==> src/rtl/fetch_stage.sv <==
// Instruction fetch stage: PC register, imem request, IF/ID pipeline register
// and a one-entry skid buffer that catches a returning word while decode stalls.
module fetch_stage #(
  parameter logic [31:0] RESET_PC = 32'h0000_0000
) (
  input  logic        clk,
  input  logic        reset,
  input  logic        stall,
  input  logic        flush,
  input  logic        branch_taken,
  input  logic [31:0] branch_target,
  output logic        imem_req,
  output logic [31:0] imem_addr,
  input  logic [31:0] imem_rdata,
  input  logic        imem_ready,
  output logic [31:0] pc_out,
  output logic [31:0] instruction,
  output logic        valid,
  output logic        dbg_state
);

  // Handshake: imem_rdata is taken on a rising edge where imem_req && imem_ready;
  // decode consumes IF/ID on a rising edge where valid && !stall.
  typedef enum logic {S_FETCH = 1'b0, S_HOLD = 1'b1} state_t;

  state_t      state_q, state_d;
  logic [31:0] pc_q, pc_d;
  logic [31:0] instr_q, instr_d;
  logic [31:0] pc_out_q, pc_out_d;
  logic        valid_q, valid_d;
  logic [31:0] skid_instr_q, skid_instr_d;
  logic [31:0] skid_pc_q, skid_pc_d;
  logic [31:0] pc_plus4;

  assign pc_plus4 = pc_q + 32'd4;

  always_comb begin
    state_d      = state_q;
    pc_d         = pc_q;
    instr_d      = instr_q;
    pc_out_d     = pc_out_q;
    valid_d      = valid_q;
    skid_instr_d = skid_instr_q;
    skid_pc_d    = skid_pc_q;
    if (branch_taken) begin
      pc_d         = {branch_target[31:2], 2'b00};
      instr_d      = 32'd0;
      valid_d      = 1'b0;
      skid_instr_d = 32'd0;
      skid_pc_d    = 32'd0;
      state_d      = S_FETCH;
    end else begin
      case (state_q)
        S_FETCH: begin
          if (imem_ready) begin
            pc_d = pc_plus4;
            if (stall) begin
              skid_instr_d = imem_rdata;
              skid_pc_d    = pc_plus4;
              state_d      = S_HOLD;
            end else begin
              instr_d  = imem_rdata;
              pc_out_d = pc_plus4;
              valid_d  = 1'b1;
            end
          end else if (!stall) begin
            instr_d = 32'd0;
            valid_d = 1'b0;
          end
        end
        S_HOLD: begin
          if (!stall) begin
            instr_d      = skid_instr_q;
            pc_out_d     = skid_pc_q;
            valid_d      = 1'b1;
            skid_instr_d = 32'd0;
            skid_pc_d    = 32'd0;
            state_d      = S_FETCH;
          end
        end
        default: state_d = S_FETCH;
      endcase
      // Flush bubbles IF/ID even under stall; PC, FSM and skid proceed as usual.
      if (flush) begin
        instr_d  = 32'd0;
        pc_out_d = pc_out_q;
        valid_d  = 1'b0;
      end
    end
  end

  always_ff @(posedge clk) begin
    if (!reset) begin
      state_q      <= S_FETCH;
      pc_q         <= RESET_PC;
      instr_q      <= 32'd0;
      pc_out_q     <= 32'd0;
      valid_q      <= 1'b0;
      skid_instr_q <= 32'd0;
      skid_pc_q    <= 32'd0;
    end else begin
      state_q      <= state_d;
      pc_q         <= pc_d;
      instr_q      <= instr_d;
      pc_out_q     <= pc_out_d;
      valid_q      <= valid_d;
      skid_instr_q <= skid_instr_d;
      skid_pc_q    <= skid_pc_d;
    end
  end

  assign imem_req    = (state_q == S_FETCH);
  assign imem_addr   = pc_q;
  assign pc_out      = pc_out_q;
  assign instruction = instr_q;
  assign valid       = valid_q;
  assign dbg_state   = (state_q == S_HOLD);

endmodule

==> config.mk <==
export PLATFORM = sky130hd
export DESIGN_NAME = fetch_stage
export DESIGN_NICKNAME = d
export VERILOG_FILES = /design/src/rtl/fetch_stage.sv
export SDC_FILE = /design/constraint.sdc
export NUM_CORES = 1
export LEC_CHECK = 0
export ABC_CLOCK_PERIOD_IN_PS = 3480
export CORE_MARGIN = 3
export CORE_UTILIZATION = 30
export DETAILED_ROUTE_END_ITERATION = 10
export MAX_ROUTING_LAYER = met4
export PLACE_DENSITY = 0.55
export SLEW_MARGIN = 20
export SYNTH_ARGS = -nofsm -noshare
export SYNTH_HDL_FRONTEND = slang
export SYNTH_SLANG_ARGS = --single-unit
==> constraint.sdc <==
create_clock -name clk -period 3.48 [get_ports clk]
set_input_delay 0.696 -clock clk [delete_from_list [all_inputs] [get_ports clk]]
set_output_delay 0.696 -clock clk [all_outputs]
set_load 0.005 [all_outputs]
# Yosys cells after proc, flatten, opt, wreduce, memory -nomap -nowiden
# Cells that the tools add are included.
[op_classes]
order_cmp = 0
mul = 0
div_mod_pow = 0
n_mux = 25
shift = 0
n_reduce_logical = 8
n_addsub = 1
n_bitwise = 4
n_eq_ne = 6
[op_table]
columns = ["op", "count"]
rows = [
  ["$mux W32", 14],
  ["$pmux W32 S2", 4],
  ["$add A32 B3 Y32 const B", 1],
  ["$ne A2 B2 Y1 const B", 4],
  ["$reduce_and A2 Y1", 3],
  ["$mux W1", 5],
  ["$reduce_and A5 Y1", 1],
  ["$not A1 Y1", 4],
  ["$pmux W1 S2", 2],
  ["$ne A3 B2 Y1 const B", 1],
  ["$reduce_and A3 Y1", 1],
  ["$reduce_or A3 Y1", 1],
  ["$ne A2 B1 Y1 const B", 1],
  ["$reduce_bool A2 Y1", 1],
  ["$reduce_or A2 Y1", 1],
]
[word_totals]
ramBits = 0
out_inout_bits = 99
latch_bits = 0
memories = 0
reg_bits = 162
mem_bits_ro = 0

# Logic depth before layout (Yosys ltp)
# Gate-level depths: netlist of the first run.
[depth]
ltp_word = 4
depth_mapped = 9
depth_no_buf = 6

# Worst setup path before layout of the first run
# OpenSTA, ideal clock, no wires.
[synth_path]
kind = "input to register"
startpoint = "in branch_taken"
endpoint = "reg pc_out_q[24] (netlist: pc_out[24])"
required_ps = 3406
n_path_buf = 2
setup_ps = 74
slack_ps = 1473
cell_stages = 7
arrival_time_ps = 1933
path_cell_list = "buf_2 nor3_1 o21ai_1 nor2_1 buf_2 o21ai_0 a31oi_1"
[synth_between]
elab_chain_cells = 2
[synth_rtl]
columns = ["item", "line_no", "rtl"]
rows = [
  ["from (decl)", "10", "input logic branch_taken,"],
  ["$not A1 Y1 (no source line)", "-", ""],
  ["$reduce_and A5 Y1 (no source line)", "-", ""],
  ["to (signal assigned)", "105", "pc_out_q <= pc_out_d;"],
  ["to (decl)", "29", "logic [31:0] pc_out_q, pc_out_d;"],
]
# No other way between the ends.
# A chain may end at the register's enable or synchronous reset.

# Worst setup path after layout of the first run
[layout_path]
startpoint = "reg state_q (netlist: dbg_state)"
endpoint = "out imem_req"
[layout_between]
elab_chain_cells = 1
[layout_rtl]
columns = ["item", "line_no", "rtl"]
rows = [
  ["from (decl)", "26", "state_t state_q, state_d;"],
  ["from (signal assigned)", "102", "state_q <= state_d;"],
  ["$not A1 Y1 (no source line)", "-", ""],
  ["to (decl)", "12", "output logic imem_req,"],
]
# No other way between the ends.

==> reports/results.txt, run 1 <==
vias in the first global route - 6,192
#FFs+latches synth - 156
synthesized area - 0.00706 sq mm
peak supply drop - 0.000294 V
met3 routed WL - 855 um
outcome - finished, final reports clean
DR DRC count - 0
clock skew - 0.0110 ns
DR WL met2 - 10.3 mm
uppermost layer routed - met4
Max-cap violations - 0
CTS root buf - clkbuf_16
Cells after Synth - 846
Setup CP Type - register to output port
Die ar. - 0.0254 sq mm
total power - 4.32 mW
Antenna Nets Post-Route - 0
Cell Rows - 55
Power Dens Cells - 454 mW/mm^2
sequential share of the synthesized area - 0.443
Worst Max-Slew Pin Slew - 0.717 ns
Worst Path Required - 2.78 ns
FFs w/ async S/R, synth - 0
final net count - 1,046
setup violators final - 0
Post-CTS Setup Bufs - 0
worst-path fanout max - 20
WHS - 0.444 ns
hpwl dp - 15.3 mm
non-filler instance count after layout - 1,301
routed vias/inst - 4.95
Sink Count - 156
hold buffer count at CTS - 0
R2R depth - 6
Hold Crit Class - register to register
ANT cells - 0
critical path endpoint category - output port
CTS Buffer Depth - 2
Post-Route M1 WL - 10.8 mm
Leak Pwr - 3.27 nW
share of cells above drive strength 1 - 0.0769
first-pass GRT wire length - 35.5 mm
top cell type's share of synthesized area - 0.443
reg-to-reg slack, setup - 1.09 ns
ys flop type - dfxtp_1
clock-pin slew on the worst setup and hold paths - 0.07 ns
most frequent cells in the layout - 161 x clkdlybuf4s50_1, 155 x dfxtp_1, 106 x nand2_1, 91 x nor2_1, 60 x a21oi_1
Worst Hold Path Cells - 2
Starting Density - 0.309
Final Hold Vio Count - 0
final WL - 22.3 mm
Yosys top cell by area - dfxtp_1
I/O pin cnt - 169
cts repair resizes - 0
EDFF count, synth - 0
count of final max-slew check failures - 0
leading post-synthesis cells by cell area - dfxtp_1 44%, nand2_1 5.7%, xnor2_1 5.0%
HP Start - skid_pc_q[21]
maximum clock frequency - 0.359 GHz
WP data arrival - 2.09 ns
period utilisation layout - 0.800
initial antenna violation count - 0
width of the die - 159 um
Tmin final - 2.78 ns
Setup crit end - imem_req
WL per Instance - 17.1 um
Die Y - 159 um
largest net degree at the start of global routing - 61
clk_lat worst skew - 0.43 ns
Iteration-0 DRC Markers - 353
Port Buffers - 162
Area Overhead vs Synth - 34.9%
H-tree depth - 4
CP Launch Point - dbg_state
commonest non-fill, non-tap cell in the layout - clkdlybuf4s50_1
Cells after DPL - 1,269
gp weighted congestion - 0.843
placeable core area - 0.0228 sq mm
CTS tree - built
synth unique cells - 54
r2r startpoint - imem_addr[2]
Syn Area/Cell - 8.34 sq um
DR pass1 iterations - 4
RSZ-0062 raised after global routing - false
grt total ovfl - 0
Total GRT Usage - 0.179
CTS Buf Count - 17
Fin Setup TNS - 0 ns
Max transition margin - 0.521
RR Endpoint - pc_out[14]
vias after detailed routing - 6,445
Syn. warnings - 0
Setup crit start kind - register
==> critical path: stages (launching register included) <==
cell	delay (ns)
dfxtp_2	0.44
inv_1	0.58
clkdlybuf4s50_1	0.63
==> layer usage <==
metal	vias to the layer above	GRT usage
met1	3045	0.245
met2	143	0.272
li1	3238	-
met5	-	-
met3	19	0.0341
met4	0	0.0481
==> layout make-up <==
class | count | area (sq um)
clock inverter | 15 | 186
fill | 2382 | 13300
sequential | 156 | 3120
multi-input combinational | 611 | 3590
timing repair buffer | 184 | 1780
inverter | 5 | 18.8
tap | 313 | 392
clock buffer | 17 | 425
==> cells by family after synthesis <==
kind of cell	after synthesis	synth area share
XOR/XNOR	46	0.0571
AO/OA/AOI/OAI	223	0.200
buffers and inverters	82	0.0523
flip-flops	156	0.443
AND/OR/NAND/NOR	316	0.216
other	1	0.000531
adder cells (fa/ha/maj)	1	0.00177
multiplexers	21	0.0298
==> report_power, final <==
| group | switching [mW] | internal (mW) |
|---|---|---|
| sequential | 0.0626 | 1.83 |
| clock | 0.825 | 1.15 |
| combinational | 0.226 | 0.228 |
==> Yosys cell counts (9+ instances only) <==
cell type,n
a22oi_1,38
buf_2,17
buf_1,9
dfxtp_1,156
o21ai_0,56
or3_1,9
a21oi_1,61
nor3_1,18
nand3_1,31
nor2_1,91
clkbuf_1,41
mux2i_1,21
nor2b_1,11
nand2_1,107
xnor2_1,40
a22o_1,22
==> state kept, by name (all words and copies together), names as in the netlist <==
register	count
dbg_state	1
imem_addr	30
instruction	32
pc_out	30
skid_instr_q	32
skid_pc_q	30
valid	1
==> worst min path at each step <==
stage	end	slack (ns)
final	skid_pc_q[21]	0.44
after global routing	skid_pc_q[21]	0.47
after CTS	skid_pc_q[24]	0.44
after detailed placement	skid_pc_q[24]	0.43
after global placement	skid_pc_q[17]	0.43
after floorplan	skid_pc_q[24]	0.42
==> stage by stage <==
step | instance area (sq um) | worst slack [ns] | util
4_1_cts | 9520 | 0.688 | 0.417
5_1_grt | 9520 | 0.591 | 0.417
2_1_floorplan | 7070 | 1.47 | -
6_report | 9520 | 0.697 | 0.417
3_3_place_gp | 8910 | 0.693 | 0.390
3_5_place_dp | 8910 | 0.688 | 0.390
Note: power is estimated with default switching activity, not from simulation.
==> run 2: changes to the inputs <==
--- a/config.mk
+++ b/config.mk
@@ -5,12 +5,12 @@
 export SDC_FILE = /design/constraint.sdc
 export NUM_CORES = 1
 export LEC_CHECK = 0
-export ABC_CLOCK_PERIOD_IN_PS = 3480
+export ABC_CLOCK_PERIOD_IN_PS = 2350
 export CORE_MARGIN = 3
 export CORE_UTILIZATION = 30
 export DETAILED_ROUTE_END_ITERATION = 10
 export MAX_ROUTING_LAYER = met4
-export PLACE_DENSITY = 0.55
+export PLACE_DENSITY = 0.57
 export SLEW_MARGIN = 20
 export SYNTH_ARGS = -nofsm -noshare
 export SYNTH_HDL_FRONTEND = slang
==> constraint.sdc (replaced) <==
create_clock -name clk -period 2.35 [get_ports clk]
set_input_delay 0.47 -clock clk [delete_from_list [all_inputs] [get_ports clk]]
set_output_delay 0.47 -clock clk [all_outputs]
set_load 0.005 [all_outputs]
==> run 2 against run 1 <==
Compared with the run above:
- setup slack lost 0.44 ns
- hold slack is essentially flat
- clock-buffer cell count grew 2
- critical path type unchanged
- clock skew grew 0.0021 ns
- highest routed layer unchanged
- global-route usage shrank 0.064 points
- critical path depth shrank 1
- register-to-register slack lost 0.81 ns
- utilization grew 1.2 points
==> reports/results.txt, run 2 (same netlist as run 1, synthesis figures left out) <==
Setup crit start kind - register (unchanged)
crit path cell chain - clkdlybuf4s50_1 (was inv_1, clkdlybuf4s50_1)
Final Hold Vio Count - 0 (unchanged)
setup violators final - 0 (unchanged)
Net Sw Frac - 0.238 (was 0.258)
worst-path fanout max - 19 (was 20)
total power - 6.51 mW (was 4.32 mW)
Starting Density - 0.309 (unchanged)
Worst Hold Path Cells - 3 (was 2)
combinational fraction of design power - 0.112 (was 0.105)
vias after detailed routing - 6,550 (was 6,445)
Cells after DPL - 1,297 (was 1,269)
Int Power - 4.96 mW (was 3.21 mW)
Post-Route Utilization - 0.428 (was 0.417)
final net count - 1,074 (was 1,046)
Leak Pwr - 3.43 nW (was 3.27 nW)
Max-cap violations - 0 (unchanged)
clk_lat worst skew - 0.43 ns (about the same)
R2R depth - 5 (was 6)
share of cells above drive strength 1 - 0.0986 (was 0.0769)
cts repair resizes - 0 (unchanged)
WP data arrival - 1.62 ns (was 2.09 ns)
width of the die - 159 um (unchanged)
Total GRT Usage - 0.178 (was 0.179)
Fin Setup TNS - 0 ns (unchanged)
Sw Pwr - 1.55 mW (was 1.11 mW)
largest net degree at the start of global routing - 35 (was 61)
H-tree depth - 4 (unchanged)
Die ar. - 0.0254 sq mm (unchanged)
slowest stage delay, CP - 0.64 ns (was 0.63 ns)
crit path buf inv count - 1 (was 2)
period utilisation layout - 0.890
I/O pin cnt - 169 (unchanged)
clock-pin slew on the worst setup and hold paths - 0.06 ns (was 0.07 ns)
commonest non-fill, non-tap cell in the layout - clkdlybuf4s50_1 (unchanged)
RSZ-0062 raised after global routing - false (unchanged)
hpwl dp - 15.7 mm (was 15.3 mm)
CTS tree - built (unchanged)
first-pass GRT wire length - 35.6 mm (was 35.5 mm)
Area Overhead vs Synth - 38.7% (was 34.9%)
Setup CP Type - register to output port (unchanged)
clock skew - 0.0131 ns (was 0.0110 ns)
initial antenna violation count - 2 (was 0)
peak supply drop - 0.000429 V (was 0.000294 V)
Power Dens Cells - 665 mW/mm^2 (was 454 mW/mm^2)
grt total ovfl - 0 (unchanged)
most frequent cells in the layout - 161 x clkdlybuf4s50_1, 155 x dfxtp_1, 106 x nand2_1, 91 x nor2_1, 60 x a21oi_1 (unchanged)
DR pass1 iterations - 5 (was 4)
Worst Path Required - 1.88 ns (was 2.78 ns)
count of final max-slew check failures - 0 (unchanged)
CTS Buffer Depth - 2 (unchanged)
final WL - 22.3 mm (about the same)
Antenna Nets Post-Route - 0 (unchanged)
CTS Buf Count - 17 (unchanged)
pre-CTS setup slack - -0.0111 ns (was 0.688 ns)
Worst Max-Slew Pin Slew - 0.724 ns (was 0.717 ns)
Port Buffers - 162 (unchanged)
multi-input combinational cell area - 0.00360 sq mm (was 0.00359 sq mm)
Post-CTS Setup Bufs - 0 (unchanged)
critical path endpoint category - output port (unchanged)
reg-to-reg slack, setup - 0.28 ns (was 1.09 ns)
Fill cells - 2,354 (was 2,382)
part of the power in registers - 0.429 (was 0.439)
Sink Count - 156 (unchanged)
Die Y - 159 um (unchanged)
gp weighted congestion - 0.859 (was 0.843)
Clock power frac - 0.459 (was 0.456)
WL per Instance - 16.8 um (was 17.1 um)
FF/Latch Area - 0.00312 sq mm (unchanged)
final setup margin - 0.258 ns (was 0.697 ns)
critical path's top delay family - buffers and inverters (unchanged)
RR Endpoint - skid_pc_q[15] (was pc_out[14])
Cell Rows - 55 (unchanged)
placeable core area - 0.0228 sq mm (unchanged)
hold buffer count at CTS - 0 (unchanged)
vias in the first global route - 6,268 (was 6,192)
r2r startpoint - imem_addr[5] (was imem_addr[2])
Hold Crit Class - input port to register (was register to register)
Endpoint, Worst Hold - skid_pc_q[15] (was skid_pc_q[21])
outcome - finished, final reports clean (unchanged)
Tmin final - 2.09 ns
HP Start - stall (was skid_pc_q[21])
Max transition margin - 0.517 (was 0.521)
Worst path slowest cell - clkdlybuf4s50_1 (unchanged)
DR DRC count - 0 (unchanged)
routed vias/inst - 4.93 (was 4.95)
CTS root buf - clkbuf_16 (unchanged)
Iteration-0 DRC Markers - 383 (was 353)
non-filler instance count after layout - 1,329 (was 1,301)
maximum clock frequency - 0.478 GHz
run 2: worst max-delay path by stage:
stage / startpoint / end / depth (start not counted)
global placement: imem_ready / skid_pc_q[24] / 7
detailed placement: imem_ready / skid_pc_q[21] / 7
floorplan: imem_addr[2] / pc_out[22] / 8
global route: imem_addr[5] / skid_pc_q[15] / 5
CTS: dbg_state / dbg_state / 1
finish: dbg_state / dbg_state / 1
run 2: metal layers:
layer  global-route usage  wire length [um]
met1                0.241             10400
met2                0.274             10600
met3               0.0307              1020
met4               0.0545               287
met5                    -                 0
run 2: area by class of cell:
class,instances,area share
Antenna cell,2,0.000512
Multi-Input combinational cell,611,0.368
Clock inverter,11,0.0199
Sequential cell,156,0.319
Timing Repair Buffer,212,0.206
Inverter,5,0.00192
Tap cell,313,0.0400
Clock buffer,19,0.0442
run 2: power by group through the flow:
| stage | sequential (mW) | clock, mW | combinational [mW] |
|---|---|---|---|
| 4_1_cts | 2.79 | 3.05 | 0.738 |
| 2_1_floorplan | 2.83 | 0 | 0.358 |
| 5_1_grt | 2.80 | 3.18 | 0.794 |
| 3_5_place_dp | 2.85 | 0 | 0.734 |
| 3_3_place_gp | 2.85 | 0 | 0.733 |
| 6_report | 2.79 | 2.99 | 0.728 |
run 2: per-stage QoR:
stage | hold WS (ns) | area, sq um
2_1_floorplan | 0.415 | 7070
3_3_place_gp | 0.426 | 9150
3_5_place_dp | 0.434 | 9150
4_1_cts | 0.435 | 9780
5_1_grt | 0.443 | 9780
6_report | 0.445 | 9780
